--- src/rtl/array_allocator_if.sv ---
// Handshake and statistics bundle between the array allocator and its alloc/free requesters.
interface array_allocator_if #(parameter int W = 12);
  logic         allocReq;
  logic         allocAck;
  logic [W-1:0] allocArray;
  logic         allocFail;
  logic         freeReq;
  logic [W-1:0] freeArray;
  logic         freeAck;
  logic         freeError;
  logic [W-1:0] inUse;
  logic [W-1:0] allocs;
  logic         full;

  modport master (
    output allocReq, freeReq, freeArray,
    input  allocAck, allocArray, allocFail, freeAck, freeError, inUse, allocs, full
  );

  modport slave (
    input  allocReq, freeReq, freeArray,
    output allocAck, allocArray, allocFail, freeAck, freeError, inUse, allocs, full
  );
endinterface

--- src/rtl/array_allocator.sv ---
// Heap array-handle allocator: LIFO reuse of freed handles, bump allocation otherwise,
// alloc/free arbitration with toggling priority, and in-use / high-water statistics.
module array_allocator #(
  parameter int MemoryElementWidth = 12,
  parameter int NArrays            = 20
) (
  input  logic             clock,
  input  logic             reset,
  array_allocator_if.slave io
);
  localparam int W  = MemoryElementWidth;
  localparam int IW = $clog2(NArrays);
  localparam int SD = NArrays - 1;
  localparam logic [W-1:0] N_W = W'(NArrays);

  typedef enum logic [1:0] {IDLE, ACK, WAIT} state_e;

  state_e             state_q, state_d;
  logic               prio_alloc_q, prio_alloc_d;
  logic               served_alloc_q, served_alloc_d;
  logic               alloc_ack_q, alloc_ack_d;
  logic               free_ack_q, free_ack_d;
  logic [W-1:0]       alloc_array_q, alloc_array_d;
  logic               alloc_fail_q, alloc_fail_d;
  logic               free_error_q, free_error_d;
  logic [W-1:0]       next_q, next_d;
  logic [W-1:0]       top_q, top_d;
  logic [NArrays-1:0] used_q, used_d;
  logic [W-1:0]       in_use_q, in_use_d;
  logic [W-1:0]       allocs_q, allocs_d;
  logic [W-1:0]       stack_q [SD];
  logic [W-1:0]       stack_d [SD];

  logic               take_alloc;
  logic               free_bad;
  logic               grant_ok;
  logic [W-1:0]       grant_h;
  logic [IW-1:0]      pop_idx;

  assign take_alloc = io.allocReq && (!io.freeReq || prio_alloc_q);
  assign pop_idx    = IW'(top_q - W'(1));
  // Null, never-issued and already-free handles are all rejected without touching state.
  assign free_bad   = (io.freeArray == '0) || (io.freeArray >= next_q) ||
                      !used_q[IW'(io.freeArray)];

  always_comb begin
    state_d        = state_q;
    prio_alloc_d   = prio_alloc_q;
    served_alloc_d = served_alloc_q;
    alloc_ack_d    = alloc_ack_q;
    free_ack_d     = free_ack_q;
    alloc_array_d  = alloc_array_q;
    alloc_fail_d   = alloc_fail_q;
    free_error_d   = free_error_q;
    next_d         = next_q;
    top_d          = top_q;
    used_d         = used_q;
    in_use_d       = in_use_q;
    allocs_d       = allocs_q;
    stack_d        = stack_q;
    grant_ok       = 1'b0;
    grant_h        = '0;
    case (state_q)
      IDLE: begin
        if (take_alloc) begin
          served_alloc_d = 1'b1;
          prio_alloc_d   = 1'b0;
          alloc_ack_d    = 1'b1;
          state_d        = ACK;
          if (top_q != '0) begin
            grant_ok = 1'b1;
            grant_h  = stack_q[pop_idx];
            top_d    = top_q - W'(1);
          end else if (next_q < N_W) begin
            grant_ok = 1'b1;
            grant_h  = next_q;
            next_d   = next_q + W'(1);
          end
          alloc_fail_d  = !grant_ok;
          alloc_array_d = grant_ok ? grant_h : '0;
          if (grant_ok) begin
            used_d[IW'(grant_h)] = 1'b1;
            in_use_d = in_use_q + W'(1);
            if (in_use_d > allocs_q) allocs_d = in_use_d;
          end
        end else if (io.freeReq) begin
          served_alloc_d = 1'b0;
          prio_alloc_d   = 1'b1;
          free_ack_d     = 1'b1;
          free_error_d   = free_bad;
          state_d        = ACK;
          if (!free_bad) begin
            used_d[IW'(io.freeArray)] = 1'b0;
            stack_d[IW'(top_q)]       = io.freeArray;
            top_d    = top_q + W'(1);
            in_use_d = in_use_q - W'(1);
          end
        end
      end
      ACK: state_d = WAIT;
      WAIT: begin
        // Hold ack and results until the served requester lets go.
        if (!(served_alloc_q ? io.allocReq : io.freeReq)) begin
          state_d       = IDLE;
          alloc_ack_d   = 1'b0;
          free_ack_d    = 1'b0;
          alloc_array_d = '0;
          alloc_fail_d  = 1'b0;
          free_error_d  = 1'b0;
        end
      end
      default: state_d = IDLE;
    endcase
  end

  always_ff @(posedge clock) begin
    if (reset) begin
      state_q        <= IDLE;
      prio_alloc_q   <= 1'b1;
      served_alloc_q <= 1'b0;
      alloc_ack_q    <= 1'b0;
      free_ack_q     <= 1'b0;
      alloc_array_q  <= '0;
      alloc_fail_q   <= 1'b0;
      free_error_q   <= 1'b0;
      next_q         <= W'(1);
      top_q          <= '0;
      used_q         <= '0;
      in_use_q       <= '0;
      allocs_q       <= '0;
    end else begin
      state_q        <= state_d;
      prio_alloc_q   <= prio_alloc_d;
      served_alloc_q <= served_alloc_d;
      alloc_ack_q    <= alloc_ack_d;
      free_ack_q     <= free_ack_d;
      alloc_array_q  <= alloc_array_d;
      alloc_fail_q   <= alloc_fail_d;
      free_error_q   <= free_error_d;
      next_q         <= next_d;
      top_q          <= top_d;
      used_q         <= used_d;
      in_use_q       <= in_use_d;
      allocs_q       <= allocs_d;
    end
  end

  // Stack contents are only meaningful below top, so they need no reset.
  always_ff @(posedge clock) begin
    stack_q <= stack_d;
  end

  assign io.allocAck   = alloc_ack_q;
  assign io.allocArray = alloc_array_q;
  assign io.allocFail  = alloc_fail_q;
  assign io.freeAck    = free_ack_q;
  assign io.freeError  = free_error_q;
  assign io.inUse      = in_use_q;
  assign io.allocs     = allocs_q;
  assign io.full       = (top_q == '0) && (next_q == N_W);
endmodule

--- src/flat_wrapper.sv ---
// flat-port wrapper written by rule: the top's interface ports become plain ports
module array_allocator_flat 
#(
  parameter int MemoryElementWidth = 12,
  parameter int NArrays            = 20
)
  (clock, reset, io_allocReq, io_freeReq, io_freeArray, io_allocAck, io_allocArray, io_allocFail, io_freeAck, io_freeError, io_inUse, io_allocs, io_full);
  array_allocator_if #(.W((12))) io_i ();
  input  logic clock;
  input  logic reset;
  input wire logic [$bits(io_i.allocReq)-1:0] io_allocReq;
  input wire logic [$bits(io_i.freeReq)-1:0] io_freeReq;
  input wire logic [$bits(io_i.freeArray)-1:0] io_freeArray;
  output wire logic [$bits(io_i.allocAck)-1:0] io_allocAck;
  output wire logic [$bits(io_i.allocArray)-1:0] io_allocArray;
  output wire logic [$bits(io_i.allocFail)-1:0] io_allocFail;
  output wire logic [$bits(io_i.freeAck)-1:0] io_freeAck;
  output wire logic [$bits(io_i.freeError)-1:0] io_freeError;
  output wire logic [$bits(io_i.inUse)-1:0] io_inUse;
  output wire logic [$bits(io_i.allocs)-1:0] io_allocs;
  output wire logic [$bits(io_i.full)-1:0] io_full;
  assign io_i.allocReq = io_allocReq;
  assign io_i.freeReq = io_freeReq;
  assign io_i.freeArray = io_freeArray;
  assign io_allocAck = io_i.allocAck;
  assign io_allocArray = io_i.allocArray;
  assign io_allocFail = io_i.allocFail;
  assign io_freeAck = io_i.freeAck;
  assign io_freeError = io_i.freeError;
  assign io_inUse = io_i.inUse;
  assign io_allocs = io_i.allocs;
  assign io_full = io_i.full;
  array_allocator #(.MemoryElementWidth(MemoryElementWidth), .NArrays(NArrays)) u_core (.clock(clock), .reset(reset), .io(io_i));
endmodule
--- config.mk ---
export PLATFORM = sky130hd
export DESIGN_NAME = array_allocator_flat
export DESIGN_NICKNAME = d
export VERILOG_FILES = /design/src/rtl/array_allocator_if.sv /design/src/rtl/array_allocator.sv /design/src/flat_wrapper.sv
export SDC_FILE = /design/constraint.sdc
export NUM_CORES = 1
export LEC_CHECK = 0
export CAP_MARGIN = 20
export CORE_MARGIN = 4
export CORE_UTILIZATION = 58
export DETAILED_ROUTE_END_ITERATION = 10
export GPL_ROUTABILITY_DRIVEN = 0
export GPL_TIMING_DRIVEN = 0
export MAX_ROUTING_LAYER = met4
export PLACE_DENSITY_LB_ADDON = 0.2
export SYNTH_ARGS = -nofsm -noshare
export SYNTH_HDL_FRONTEND = slang
export SYNTH_SLANG_ARGS = --single-unit
--- constraint.sdc ---
create_clock -name clock -period 6.75 [get_ports clock]
set_clock_uncertainty 0.05 [all_clocks]
set_input_delay 1.35 -clock clock [delete_from_list [all_inputs] [get_ports clock]]
set_output_delay 1.35 -clock clock [all_outputs]
set_load 0.1 [all_outputs]
; ---- Word level (Yosys, flattened, before mapping)
; Index checks and enable logic that the tools add are counted.
[totals]
output_inout_bits = 41
word_cells = 147
inputBits = 16
ff_bits = 316
[classes]
n_reduce_logical = 26
bitwise_logic = 8
muxes = 55
magnitude_cmp = 10
n_addsub = 5
n_eq_ne = 11
[op_table]
columns = op, n
row1 = 228-bit bitwise mux, 1
row2 = 12-bit two-way mux, 18
row3 = 20-bit two-way mux, 4
row4 = 12-bit binary-select mux with 5-bit select, 1
row5 = 12-bit demux with 5-bit select, 1
row6 = 12-bit by 1-bit adder with 12-bit output (second input constant), 3
row7 = 12-bit zero test, 2
row8 = 12-bit one-hot mux with 2 select lines, 1
row9 = 4-bit AND reduction, 6
row10 = 12-bit by 1-bit subtractor with 12-bit output (second input constant), 2
row11 = 20-bit bitwise AND, 1
row12 = 20-bit inverter, 1
row13 = 20-bit bitwise OR, 1
row14 = 1-bit two-way mux, 18
row15 = 12-bit by 5-bit equality test with 1-bit output (second input constant), 1
row16 = 12-bit >= comparator, 1
row17 = 6-bit >= comparator (second input constant), 2
row18 = 12-bit > comparator, 1
row19 = 12-bit by 5-bit < comparator with 1-bit output (second input constant), 1
row20 = 5-bit by 6-bit < comparator with 1-bit output (second input constant), 2
row21 = 5-bit inverter with 6-bit output, 2
row22 = 12-bit nonzero test, 1
row23 = 1-bit demux with 5-bit select, 2
row24 = 5-bit by 1-bit >= comparator with 1-bit output (second input constant), 2
row25 = other kinds (18), 40

; ---- Longest topological paths before layout
; Gate-level depths: netlist (run 1).
[depth]
depth_word = 15
depth_mapped = 16
depth_no_buf = 14

; ---- Worst setup path before layout (run 1)
; No wires, ideal clock.
[synth_timing]
kind = flip-flop to output port
start = register u_core.top_q[0]
end = output io_full
slack_ps = 1452
path_stages_with_launch = 10
path_buffers = 4
t_arrival_ps = 3898
required_time_ps = 5350
cell_sequence = dfxtp_1 -> buf_2 -> buf_6 -> buf_6 -> inv_1 -> clkbuf_1 -> ha_1 -> nor3b_2 -> nand4_1 -> nor3_1
[synth_via]
elab_chain_len = 2
[synth_lines]
columns = element, line
row1 = start: declaration, array_allocator.sv:27  ; logic [W-1:0] top_q, top_d;
row2 = start signal: assignment, array_allocator.sv:141  ; top_q <= top_d;
row3 = 12-bit zero test, array_allocator.sv:160  ; assign io.full = (top_q == '0) && (next_q == N_W);
row4 = 1-bit logical AND, array_allocator.sv:160
row5 = end: declaration, flat_wrapper.sv:21  ; output wire logic [$bits(io_i.full)-1:0] io_full;
; No other way between the ends.

; ---- Worst setup path in the final report (run 1)
; Ends and elaborated chain as after synthesis.

==> flow_metrics.env, run 1 <==
export IMPL_root_buffer="clkbuf_16"
export IMPL_peakVddDrop_v=0.000260
export IMPL_synth_area_mm2=0.0144
export IMPL_max_slew_margin=0.340
export IMPL_finalHoldViolCount=0
export IMPL_cts_path_max_buffers=3
export IMPL_synth_distinct_cells=77
export IMPL_start_util=0.590
export IMPL_final_period_utilization=0.869
export IMPL_ioPinCount=57
export IMPL_p_leak_nw=5.44
export IMPL_ys_warn_count=0
export IMPL_die_area_mm2=0.0274
export IMPL_synth_top_area_share=0.475
export IMPL_drv_cap=0
export IMPL_cts_tree="done"
export IMPL_fin_nets=1239
export IMPL_routedWlPerCell_um=23.4
export IMPL_cts_hold_buf=0
export IMPL_async_flop_share=0
export IMPL_fmax_mhz=170
export IMPL_drive_above_1_share=0.138
export IMPL_instances_no_fill=1539
export IMPL_rows=57
export IMPL_p_int_mw=3.91
export IMPL_r2r_start="u_core.top_q[0]$_SDFFE_PP0P_"
export IMPL_layout_min_cycle_time_ns=5.87
export IMPL_synth_area_leader_cell="edfxtp_1"
export IMPL_cts_clk_slew_worst_paths_ns=0.06
export IMPL_p_sw_frac=0.355
export IMPL_synthTopCellsByArea="edfxtp_1, dfxtp_1, mux4_2"
export IMPL_clockPowerShare=0.289
export IMPL_insertion_delay_ns=0.51
export IMPL_synth_edf_count=228
export IMPL_setup_viol=0
export IMPL_ys_ff_latch=316
export IMPL_chipWidth_um=166
export IMPL_net_switching_power_mw=2.15
export IMPL_rsz0062_at_grt="false"
export IMPL_cts_made_buffers=34
export IMPL_required_ns=5.35
export IMPL_worst_hold_path_type="reg2reg"
export IMPL_worstHoldStart="u_core.next_q[11]$_SDFFE_PP0P_"
export IMPL_dp_hpwl_mm=23.9
export IMPL_drt_pre_antenna_iters=5
export IMPL_worstMarginPinSlew_ns=0.987
export IMPL_h_tree_depth=2
export IMPL_slew_viol_final=0
export IMPL_yosysSeqAreaShare=0.598
export IMPL_numPortBuffers=56
export IMPL_grt_pass1_wl_mm=55.2
export IMPL_area_delta_synth_final_pct=14.6
export IMPL_synthFlopType="edfxtp_1"
export IMPL_worstSetupPathType="reg2out"
export IMPL_crit_arrival_ns=4.47
export IMPL_num_antenna_cells=0
export IMPL_crit_path_start="u_core.top_q[0]$_SDFFE_PP0P_"
export IMPL_core_area_mm2=0.0244
export IMPL_synth_cells=1093
export IMPL_pwr_share_comb=0.345
export IMPL_drtIter0Drc=1122
export IMPL_grt_pass1_vias=9311
export IMPL_grt_start_max_net_pins=28
export IMPL_drc_errors=0
export IMPL_dp_cells=1479
export IMPL_vias=9666
export IMPL_power_density_mw_per_mm2=367
export IMPL_track_usage=0.276
export IMPL_holdWs_ns=0.409
export IMPL_post_cts_setup_buffer_count=0
export IMPL_status="complete, no violations"
export IMPL_numClockSinks=316
export IMPL_syn_num_nets=1141
export IMPL_cp_max_fo=11
export IMPL_die_height_um=166
export IMPL_routed_via_density=6.28
export IMPL_cts_resized=0
export IMPL_crit_path_start_kind="flop"
export IMPL_routed_wl_mm=36.1
export IMPL_grt_overflow_total=0
export IMPL_antenna_found_initial=1
export IMPL_avgSynthCellArea_um2=13.2
export IMPL_antenna_left=0
export IMPL_crit_path_end_kind="primary output"
export IMPL_p_seq_frac=0.366
-- synth_stat cells, types with 9 or more instances --
| cell type | instances |
|---|---|
| a211oi_1 | 15 |
| a21oi_1 | 69 |
| a22oi_1 | 14 |
| and3_1 | 18 |
| buf_2 | 13 |
| buf_6 | 9 |
| clkbuf_1 | 34 |
| dfxtp_1 | 88 |
| edfxtp_1 | 228 |
| ha_1 | 32 |
| inv_1 | 54 |
| mux2_1 | 11 |
| mux2i_1 | 19 |
| mux4_2 | 58 |
| nand2_1 | 66 |
| nand2b_1 | 10 |
| nand3_1 | 19 |
| nand4_1 | 9 |
| nor2_1 | 80 |
| nor2b_1 | 19 |
| nor3_1 | 35 |
| o21ai_0 | 27 |
| o32ai_1 | 22 |
| xnor2_1 | 12 |
-- power by group through the flow --
| stage | clock [mW] | sequential, mW | combinational, mW |
|---|---|---|---|
| finish | 1.75 | 2.22 | 2.09 |
| global route | 1.87 | 2.22 | 2.24 |
| CTS | 1.77 | 2.22 | 2.08 |
| detailed placement | 0 | 2.26 | 2.06 |
| global placement | 0 | 2.25 | 2.04 |
| floorplan | 0 | 2.55 | 1.21 |
-- final timing paths --
check / end / cells past startpoint / slack (ns)
worst max-delay path: io_full / 10 / 0.88
worst min-delay path: u_core.next_q[11]$_SDFFE_PP0P_ / 2 / 0.41
worst max register to register: u_core.io.allocArray[11]$_SDFFE_PP0P_ / 15 / 1.79
worst min register to register: u_core.next_q[11]$_SDFFE_PP0P_ / 2 / 0.41
-- per-layer routing --
metal	routed length (µm)	global-route usage	up-vias
met5	0	-	-
met2	17100	0.424	439
met1	15100	0.394	4758
met4	904	0.0694	0
met3	2940	0.0439	83
li1	-	-	4386
-- state kept, by name, indices dropped and copies added, names as in the netlist --
name                   count
u_core.io.allocAck         1
u_core.used_q             20
u_core.io.allocs          12
u_core.io.allocArray      12
u_core.state_q             2
u_core.next_q             12
u_core.io.freeAck          1
u_core.prio_alloc_q        1
u_core.stack_q           228
u_core.io.allocFail        1
u_core.served_alloc_q      1
u_core.top_q              12
u_core.io.freeError        1
u_core.io.inUse           12
-- area by class of cell --
type / count / area, µm²
timing repair buffer: 62 / 628
fill: 1775 / 7890
tap: 324 / 405
buffer: 68 / 352
inverter: 54 / 203
multi-input combinational: 655 / 5260
clock inverter: 17 / 118
sequential: 316 / 8610
clock buffer: 43 / 926
-- through the flow --
stage               area (µm²)  total power [mW]  setup WS [ns]  utilization  setup TNS, ns
CTS                      16500              6.06          0.901        0.676              0
global route             16500              6.33          0.729        0.676              0
floorplan                14400              3.77           1.45            -              0
finish                   16500              6.06          0.882        0.676              0
detailed placement       15500              4.32          0.833        0.634              0
global placement         15400              4.29         -0.186        0.630          -3.89
-- critical path, cell delays in order, from the launching register on --
cell and delay [ns]:
dfxtp_1 0.33, buf_2 0.19, buf_6 0.18, buf_6 0.18
inv_1 0.15, clkbuf_1 0.43, ha_1 0.32, nor3b_2 0.35
nand4_1 0.23, nor3_1 0.39, clkdlybuf4s50_1 1.21
-- cell families after synthesis --
kind of cell,synth area share
xor+xnor,0.0121
mux,0.119
simple gates,0.106
fa+ha+maj,0.0278
buf+inv,0.0385
compound gates,0.0993
flops,0.598
-- placed cells by master, fill, tap and decap left out, types with 6 or more instances in the layout --
master | Yosys | final
xnor2_1 | 12 | 12
nor2b_1 | 19 | 19
or3_1 | 8 | 8
nor2_1 | 80 | 80
dfxtp_1 | 88 | 88
buf_1 | 8 | 8
nor3_1 | 35 | 31
edfxtp_1 | 228 | 228
buf_2 | 13 | 13
mux2_2 | 8 | 8
mux2i_1 | 19 | 19
o32ai_1 | 22 | 22
nor4_1 | 8 | 8
a21oi_1 | 69 | 69
a2111oi_0 | 7 | 7
a211oi_1 | 15 | 15
o21ai_0 | 27 | 27
clkbuf_16 | 0 | 35
nand2_1 | 66 | 66
xor2_1 | 6 | 6
clkinv_1 | 0 | 6
clkdlybuf4s50_1 | 0 | 56
mux2_1 | 11 | 11
buf_6 | 9 | 15
nand3_1 | 19 | 19
mux4_2 | 58 | 58
and3_1 | 18 | 18
nand2b_1 | 10 | 10
ha_1 | 32 | 32
nand3b_1 | 6 | 6
nand4_1 | 9 | 9
a22oi_1 | 14 | 14
clkbuf_1 | 34 | 40
inv_1 | 54 | 54
No activity file was read; power rests on OpenSTA's default activity.
==> inputs of run 2 (changes only) <==
--- a/config.mk
+++ b/config.mk
@@ -7,12 +7,13 @@
 export LEC_CHECK = 0
 export CAP_MARGIN = 20
 export CORE_MARGIN = 4
-export CORE_UTILIZATION = 58
+export CORE_UTILIZATION = 33
 export DETAILED_ROUTE_END_ITERATION = 10
 export GPL_ROUTABILITY_DRIVEN = 0
 export GPL_TIMING_DRIVEN = 0
 export MAX_ROUTING_LAYER = met4
 export PLACE_DENSITY_LB_ADDON = 0.2
+export SKIP_LAST_GASP = 1
 export SYNTH_ARGS = -nofsm -noshare
 export SYNTH_HDL_FRONTEND = slang
 export SYNTH_SLANG_ARGS = --single-unit
==> run 2 against run 1 <==
Non-clock buffer count grew 5. Final cell count grew 18%. Global-route usage shrank 9.6 points. Via count shrank 0.27%. Wire length grew 15%. Final area grew 3.0%. Total power grew 3.3%. Sequential share of layout area shrank 1.5 points. Clock power grew 6%. Sequential power is essentially flat. Clock-buffer cell count grew 4. Highest routed layer unchanged.
==> flow_metrics.env, run 2 (synthesized netlist as in run 1, its figures left out) <==
export IMPL_status="complete, no violations"
export IMPL_ioPinCount=57
export IMPL_cts_hold_buf=0
export IMPL_crit_path_end_kind="primary output"
export IMPL_h_tree_depth=2
export IMPL_grt_overflow_total=0
export IMPL_post_place_ws_ns=0.632
export IMPL_setup_ws_ns=0.758
export IMPL_grt_start_max_net_pins=28
export IMPL_rsz0062_at_grt="false"
export IMPL_peakVddDrop_v=0.000182
export IMPL_grt_pass1_vias=9592
export IMPL_post_cts_setup_buffer_count=0
export IMPL_layout_min_cycle_time_ns=5.99
export IMPL_tns_ns=0
export IMPL_routedWlPerCell_um=23.0
export IMPL_top_regs="u_core.stack_q x228, u_core.used_q x20"
export IMPL_fin_nets=1246
export IMPL_rows=76
export IMPL_num_antenna_cells=0
export IMPL_antenna_found_initial=0
export IMPL_track_usage=0.180
export IMPL_area_delta_synth_final_pct=18.0
export IMPL_die_height_um=217
export IMPL_finalHoldViolCount=0
export IMPL_chipWidth_um=217
export IMPL_fin_area_mm2=0.0170
export IMPL_p_leak_nw=5.51
export IMPL_drtIter0Drc=865
export IMPL_max_slew_margin=0.273
export IMPL_numClockSinks=316
export IMPL_fmax_mhz=167
export IMPL_crit_arrival_ns=4.59
export IMPL_start_util=0.334
export IMPL_insertion_delay_ns=0.56
export IMPL_antenna_left=0
export IMPL_top_register="u_core.stack_q"
export IMPL_cp_max_fo=11
export IMPL_final_common_cell="edfxtp_1"
export IMPL_vias=9640
export IMPL_slew_viol_final=0
export IMPL_required_ns=5.35
export IMPL_placed_area_mm2=0.0158
export IMPL_cts_clk_slew_worst_paths_ns=0.06
export IMPL_worstMarginPinSlew_ns=1.09
export IMPL_cts_resized=0
export IMPL_largest_reg_flops=228
export IMPL_drv_cap=0
export IMPL_routed_wl_mm=41.6
export IMPL_core_area_mm2=0.0431
export IMPL_holdWs_ns=0.410
export IMPL_dp_hpwl_mm=27.6
export IMPL_cts_made_buffers=36
export IMPL_power_density_mw_per_mm2=369
export IMPL_numPortBuffers=56
export IMPL_drc_errors=0
export IMPL_setup_viol=0
export IMPL_grt_pass1_wl_mm=62.0
export IMPL_final_cell_mix="edfxtp_1, dfxtp_1, nor2_1, a21oi_1, nand2_1"
export IMPL_cts_path_max_buffers=3
export IMPL_die_area_mm2=0.0470
export IMPL_worstSetupPathType="reg2out"
export IMPL_drt_pre_antenna_iters=5
export IMPL_worst_hold_path_type="reg2reg"
export IMPL_crit_path_start_kind="flop"
export IMPL_root_buffer="clkbuf_16"
export IMPL_final_period_utilization=0.888
export IMPL_routed_via_density=5.33
export IMPL_drive_above_1_share=0.141
export IMPL_cts_tree="done"
==> run 2: layer usage <==
metal / vias to the layer above / wire, µm / track usage
li1: 4400 / - / -
met1: 4904 / 19400 / 0.249
met2: 268 / 19100 / 0.277
met3: 68 / 2070 / 0.0302
met4: 0 / 1000 / 0.0498
met5: - / 0 / -
==> run 2: final timing paths <==
check,from,endpoint,slack [ns],cells after the start
min reg2reg,u_core.next_q[5]$_SDFFE_PP0P_,u_core.next_q[5]$_SDFFE_PP0P_,0.41,2
max,u_core.top_q[0]$_SDFFE_PP0P_,io_full,0.76,10
min,u_core.next_q[5]$_SDFFE_PP0P_,u_core.next_q[5]$_SDFFE_PP0P_,0.41,2
max reg2reg,u_core.top_q[0]$_SDFFE_PP0P_,u_core.io.allocArray[5]$_SDFFE_PP0P_,1.49,15
==> run 2: cell type report <==
type	count	area [µm²]
buffer	68	352
clock buffer	47	952
clock inverter	17	153
fill	4076	26100
inverter	54	203
multi-input combinational	655	5260
sequential	316	8610
tap	585	732
timing repair buffer	67	732
==> run 2: metrics by stage <==
step	cells	util	total power [mW]
CTS	1805	0.393	6.30
global placement	1734	0.364	4.42
finish	1809	0.395	6.27
global route	1809	0.395	6.54
floorplan	1093	-	3.77
detailed placement	1741	0.367	4.43
==> run 2: where the power goes <==
part	switching [mW]	total [mW]	internal, mW
logic	1.44	2.19	0.757
clock network	0.810	1.86	1.04
registers	0.0618	2.22	2.15
total	2.31	6.27	3.96
==> run 2: worst max-delay path, cell delays in order, from the launching register on <==
cell and delay (ns):
dfxtp_1 0.34, buf_2 0.19, buf_6 0.18, buf_6 0.18, inv_1 0.14, clkbuf_1 0.51, ha_1 0.32, nor3b_2 0.36
nand4_1 0.25, nor3_1 0.34, clkdlybuf4s50_1 1.20
